**src/rtl/rst_pkg.sv**
```systemverilog
// Shared types and constants for the RST ciphertext serializer.
package rst_pkg;

  typedef logic [7:0]  rst_char_t;
  typedef logic [15:0] rst_pair_t;

  // Output FSM: EMPTY = nothing to send, HI/LO = which byte of pair_q is on out_char.
  typedef enum logic [1:0] {
    EMPTY = 2'd0,
    HI    = 2'd1,
    LO    = 2'd2
  } ser_state_e;

  localparam rst_char_t NUL_CHAR = 8'h00;

endpackage

```
**src/rtl/rst_pair_fifo.sv**
```systemverilog
// Synchronous FIFO of 16-bit ciphertext pairs with first-word-fall-through read.
// The caller only asserts push when there is room (or a pop at the same edge)
// and only asserts pop when the FIFO is non-empty.
module rst_pair_fifo
  import rst_pkg::*;
#(
  parameter  int DEPTH = 4,
  localparam int AW    = $clog2(DEPTH),
  localparam int LW    = $clog2(DEPTH + 1)
) (
  input  logic          clk,
  input  logic          rst_n,
  input  logic          push,
  input  logic          pop,
  input  rst_pair_t     wdata,
  output rst_pair_t     rdata,
  output logic [LW-1:0] level,
  output logic          full,
  output logic          empty
);

  rst_pair_t      mem [DEPTH];
  logic [AW-1:0]  wr_ptr;
  logic [AW-1:0]  rd_ptr;
  logic [LW-1:0]  level_q;

  // Storage write.
  // NOTE: the data array has no reset; pointers and level alone define what is valid.
  always_ff @(posedge clk) begin
    if (push) mem[wr_ptr] <= wdata;
  end

  // Pointers and occupancy; pointers wrap naturally because DEPTH is a power of two.
  always_ff @(posedge clk or negedge rst_n) begin
    if (!rst_n) begin
      wr_ptr  <= '0;
      rd_ptr  <= '0;
      level_q <= '0;
    end else begin
      if (push) wr_ptr <= wr_ptr + AW'(1);
      if (pop)  rd_ptr <= rd_ptr + AW'(1);
      case ({push, pop})
        2'b10:   level_q <= level_q + LW'(1);
        2'b01:   level_q <= level_q - LW'(1);
        default: level_q <= level_q;
      endcase
    end
  end

  assign rdata = mem[rd_ptr];
  assign level = level_q;
  assign full  = (level_q == LW'(DEPTH));
  assign empty = (level_q == '0);

endmodule

```
**src/rtl/rst_ctxt_serializer.sv**
```systemverilog
// Buffers 16-bit ciphertext pairs from the RST cipher and streams them out as
// bytes, high byte first, over a valid/ready handshake. Pairs arriving with no
// room are dropped and latched in err_overflow.
// Optional build macro: RST_SER_BYPASS_EN - an empty FIFO lets an incoming pair
// load the output register directly, giving one-edge latency.
module rst_ctxt_serializer
  import rst_pkg::*;
#(
  parameter  int DEPTH = 4,
  localparam int LW    = $clog2(DEPTH + 1)
) (
  input  logic          clk,
  input  logic          rst_n,
  input  logic [15:0]   ctxt_str,
  input  logic          ctxt_ready,
  output logic [7:0]    out_char,
  output logic          out_valid,
  input  logic          out_ready,
  output logic          full,
  output logic [LW-1:0] level,
  output logic          err_overflow
);

  ser_state_e state_q, state_d;
  rst_pair_t  pair_q, pair_d;
  logic       err_q;

  rst_pair_t  fifo_rdata;
  logic       fifo_full, fifo_empty;
  logic       fifo_push, fifo_pop;
  logic       would_pop, bypass, push_req, drop;

  rst_pair_fifo #(.DEPTH(DEPTH)) u_fifo (
    .clk   (clk),
    .rst_n (rst_n),
    .push  (fifo_push),
    .pop   (fifo_pop),
    .wdata (ctxt_str),
    .rdata (fifo_rdata),
    .level (level),
    .full  (fifo_full),
    .empty (fifo_empty)
  );

  // Push/pop arbitration: a full FIFO still accepts a pair when a pop frees a slot.
  // NOTE: every always_comb output gets a default first so no path infers a latch.
  always_comb begin
    would_pop = (state_q == EMPTY) || ((state_q == LO) && out_ready);
    fifo_pop  = would_pop && !fifo_empty;
`ifdef RST_SER_BYPASS_EN
    bypass    = would_pop && fifo_empty && ctxt_ready;
`else
    bypass    = 1'b0;
`endif
    push_req  = ctxt_ready && !bypass;
    fifo_push = push_req && (!fifo_full || fifo_pop);
    drop      = push_req && !fifo_push;
  end

  // Output FSM next state, output register load and byte selection.
  always_comb begin
    state_d   = state_q;
    pair_d    = pair_q;
    out_valid = 1'b0;
    out_char  = NUL_CHAR;
    case (state_q)
      EMPTY: begin
        if (fifo_pop) begin
          pair_d  = fifo_rdata;
          state_d = HI;
        end else if (bypass) begin
          pair_d  = ctxt_str;
          state_d = HI;
        end
      end
      HI: begin
        out_valid = 1'b1;
        out_char  = pair_q[15:8];
        if (out_ready) state_d = LO;
      end
      LO: begin
        out_valid = 1'b1;
        out_char  = pair_q[7:0];
        if (out_ready) begin
          if (fifo_pop) begin
            pair_d  = fifo_rdata;
            state_d = HI;
          end else if (bypass) begin
            pair_d  = ctxt_str;
            state_d = HI;
          end else begin
            state_d = EMPTY;
          end
        end
      end
      default: state_d = EMPTY;
    endcase
  end

  // State, output register and sticky overflow flag.
  always_ff @(posedge clk or negedge rst_n) begin
    if (!rst_n) begin
      state_q <= EMPTY;
      pair_q  <= '0;
      err_q   <= 1'b0;
    end else begin
      state_q <= state_d;
      pair_q  <= pair_d;
      if (drop) err_q <= 1'b1;
    end
  end

  assign full         = fifo_full;
  assign err_overflow = err_q;

endmodule

```
**config.mk**
```make
export PLATFORM = sky130hd
export DESIGN_NAME = rst_ctxt_serializer
export DESIGN_NICKNAME = d
export VERILOG_FILES = /design/src/rtl/rst_pkg.sv /design/src/rtl/rst_pair_fifo.sv /design/src/rtl/rst_ctxt_serializer.sv
export SDC_FILE = /design/constraint.sdc
export NUM_CORES = 1
export LEC_CHECK = 0
export CAP_MARGIN = 10
export CORE_ASPECT_RATIO = 0.5
export CORE_UTILIZATION = 38
export DETAILED_ROUTE_END_ITERATION = 8
export PLACE_DENSITY = 0.6
export SYNTH_ARGS = -nofsm -noshare
export SYNTH_HDL_FRONTEND = slang
export SYNTH_HIERARCHICAL = 1
export SYNTH_SLANG_ARGS = --single-unit
```
**constraint.sdc**
```tcl
create_clock -name clk -period 3.4 [get_ports clk]
set_input_delay 0.85 -clock clk [delete_from_list [all_inputs] [get_ports clk]]
set_output_delay 0.85 -clock clk [all_outputs]
set_load 0.005 [all_outputs]
```
==> results.sh <==
export IMPL_status="finished, violations left"
export IMPL_violations="DRC"
export IMPL_first_iter_violations=75
export IMPL_ant_nets=0
export IMPL_synthMuxAreaShare_pct=17.11
export IMPL_avgRoutedWirePerCell_um=16.38
export IMPL_crit_chain="inv_1, ha_1, a22oi_1, nor2b_1, clkdlybuf4s50_1"
export IMPL_synth_top_family_by_area="multiplexers"
export IMPL_coreArea_sq_um=9509
export IMPL_path_class="flip-flop to primary output"
export IMPL_clock_sinks=90
export IMPL_seqPwrFrac_pct=41.7
export IMPL_dp_hpwl_um=4019
export IMPL_pwr_share_clk_pct=21.8
export IMPL_grt_ovfl_total=0
export IMPL_grt_setup_unrepaired="no"
export IMPL_internal_power_w=0.002856
export IMPL_nets=269
export IMPL_synthArstFlopShare_pct=28.89
export IMPL_grt_max_degree=27
export IMPL_cts_buffers_inserted=9
export IMPL_layout_commonest_cell="edfxtp_1"
export IMPL_period_minus_slack_ns=2.989
export IMPL_synth_simple_area_share_pct=3.281
export IMPL_p_comb_share_pct=36.5
export IMPL_whs_ns=0.4859
export IMPL_synth_edf_count=64
export IMPL_ys_flop_type="edfxtp_1"
export IMPL_clockBufferDepth=2
export IMPL_place_ws_ns=0.3883
export IMPL_worst_pin_slew_ns=0.7822
export IMPL_power_density_nw_per_um2=903.3
export IMPL_cp_buffers_inverters=2
export IMPL_setup_viol=0
export IMPL_antenna_found_initial=0
export IMPL_cpPeakStageDelay_ns=0.52
export IMPL_final_area_sq_um=4497
export IMPL_synthDistinctLibCells=32
export IMPL_grt_pass1_wl_um=9963
export IMPL_max_vdd_ir_drop_v=0.0002668
export IMPL_swShare_pct=29.69
export IMPL_end_kind="primary output"
export IMPL_synth_adder_area_share_pct=3.883
export IMPL_ctsResizeCount=0
export IMPL_synth_avg_cell_area_sq_um=19.26
export IMPL_arrival_ns=2.14
export IMPL_slew_headroom_pct=47.85
export IMPL_place_area_sq_um=4225
export IMPL_floorplan_rows=25
export IMPL_layout_common_cells="edfxtp_1, clkdlybuf4s50_1, dfrtp_1"
export IMPL_die_height_um=72.13
export IMPL_io_buffers=33
export IMPL_synth_xor_area_share_pct=1.406
export IMPL_cts_root_buf="clkbuf_16"
export IMPL_drcViolationCount=2
export IMPL_viasPerCell=4.783
export IMPL_syn_to_final_growth_pct=20.32
export IMPL_synth_fp_nets=225
export IMPL_drt_first_pass_iters=6
export IMPL_clk_insertion_delay_late_ns=0.33
export IMPL_cts_tree="built"
export IMPL_routed_wl_um=6191
export IMPL_num_vias=1808
export IMPL_cts_htree_levels=3
export IMPL_hold_class="flip-flop to flip-flop"
export IMPL_num_antenna_cells=0
export IMPL_synth_compound_area_share_pct=2.779
export IMPL_final_seq_area_sq_um=2572
export IMPL_switchingPower_w=0.001206
export IMPL_crit_family="buffers and inverters"
export IMPL_post_cts_buffers=0
export IMPL_drive_gt1_share_pct=20.16
export IMPL_gp_congestion=0.7368
export IMPL_synth_cells=194
export IMPL_fin_skew_ns=0.006379
export IMPL_track_usage_pct=13.55
export IMPL_hold_violations=0
export IMPL_multiInputGateArea_sq_um=1064
export IMPL_layout_setup_ws_ns=0.4110
export IMPL_n_fill_cell=814
export IMPL_worst_path_max_delay_cell="clkdlybuf4s50_1"
export IMPL_yosysWarnings=6
export IMPL_tns_ns=0
export IMPL_grt_pass1_vias=1867
export IMPL_seq_area_frac_synth_pct=68.83
export IMPL_start_util_pct=39.30
export IMPL_ys_seq_elements=90
export IMPL_utilization_pct=47.29
export IMPL_hold_buffers=0
export IMPL_p_leak_nw=1.667
export IMPL_period_share_pct=87.91
export IMPL_slew_viol_final=0
export IMPL_die_w_um=142.3
export IMPL_cp_required_ns=2.55
export IMPL_ioPinCount=34
export IMPL_drv_cap=0
export IMPL_synth_cell_area_sq_um=3737
export IMPL_fmax_ghz=0.3346
export IMPL_die_area_sq_um=10260
export IMPL_clk_pin_slew_worst_paths_ns=0.06
export IMPL_start_kind="flip-flop"
export IMPL_crit_fanout=11
[synth_stat cells, types with 2 or more instances]
cell type  instances  share of area, %
and2_1             4              0.67
xor2_1             4              0.94
nor2b_1            8               1.3
a22oi_1            8               1.6
ha_1              10               3.3
buf_2              2              0.27
inv_1             10               1.0
mux2_4            10               4.0
mux2_2             7               2.1
nand2_1            4              0.40
buf_6              2              0.60
mux4_1             8               5.6
edfxtp_1          64                51
xnor2_1            2              0.47
mux2i_1            2              0.54
mux4_2             8               4.8
dfrtp_1           26                17
[power by group through the flow]
stage                     clock network, W  logic [W]  registers [W]
final                             0.000887    0.00148        0.00169
after global placement                   0    0.00147        0.00170
after global routing              0.000956    0.00163        0.00173
after CTS                         0.000913    0.00152        0.00170
after detailed placement                 0    0.00152        0.00172
after floorplan                          0    0.00114        0.00164
[cell type report]
class,count,share of cell area [%]
clock buffer,10,5.092
clock inverter,6,0.9460
inverter,10,0.8347
multi-input combinational,87,23.65
sequential,90,57.21
tap,135,3.756
timing repair buffer,40,8.514
[stage by stage]
| stage | cells | total power (W) |
|---|---|---|
| floorplan | 194 | 0.002777 |
| global placement | 362 | 0.003177 |
| detailed placement | 362 | 0.003238 |
| CTS | 378 | 0.004134 |
| global route | 378 | 0.004317 |
| finish | 378 | 0.004062 |
[flip-flops by register name (all words and copies together), names as in the netlist]
| register | count |
|---|---|
| err_overflow | 1 |
| u_fifo/level | 3 |
| pair_q | 16 |
| u_fifo/mem | 64 |
| u_fifo/wr_ptr | 2 |
| u_fifo/rd_ptr | 2 |
| state_q | 2 |
[kinds of logic (layout without fill, tap and decap cells)]
family | count (synthesis) | count (layout)
buf+inv | 17 | 66
mux | 35 | 35
xor+xnor | 6 | 6
flops | 90 | 90
compound gates | 14 | 14
simple gates | 21 | 21
fa+ha+maj | 11 | 11
[layer usage]
metal | GRT usage, % | part of all wire, % | vias up | wire length [um]
met5 | 0 | 0 | - | 0
met4 | 5.018 | 0.31 | 0 | 19
met3 | 4.026 | 3.8 | 3 | 233
met2 | 21.51 | 50 | 40 | 3080
met1 | 17.88 | 46 | 929 | 2857
li1 | - | - | 836 | -
[path summary, 6_finish.rpt]
check	startpoint	endpoint	slack, ns	cells after the start
max in group asynchronous	rst_n	pair_q[9]$_DFFE_PN0P_	2.25	2
min in group asynchronous	rst_n	pair_q[12]$_DFFE_PN0P_	0.88	2
worst min register to register	err_overflow$_DFFE_PN0P_	err_overflow$_DFFE_PN0P_	0.49	1
worst max register to register	state_q[0]$_DFFE_PN0P_	u_fifo/level[2]$_DFFE_PN0P_	0.77	12
worst min-delay path	err_overflow$_DFFE_PN0P_	err_overflow$_DFFE_PN0P_	0.49	1
worst max-delay path	state_q[0]$_DFFE_PN0P_	out_char[6]	0.41	5
[worst register-to-register path, cell delays in order, from the launching register on]
cell and delay [ns]:
dfrtp_1 0.42, inv_1 0.10, ha_1 0.44, a21oi_1 0.11
or2_2 0.31, a21boi_0 0.25, inv_1 0.07, ha_1 0.22
inv_1 0.07, fa_1 0.17, xor2_1 0.14, nor2_1 0.06
xor2_1 0.14
(Power assumes the default switching activity.)
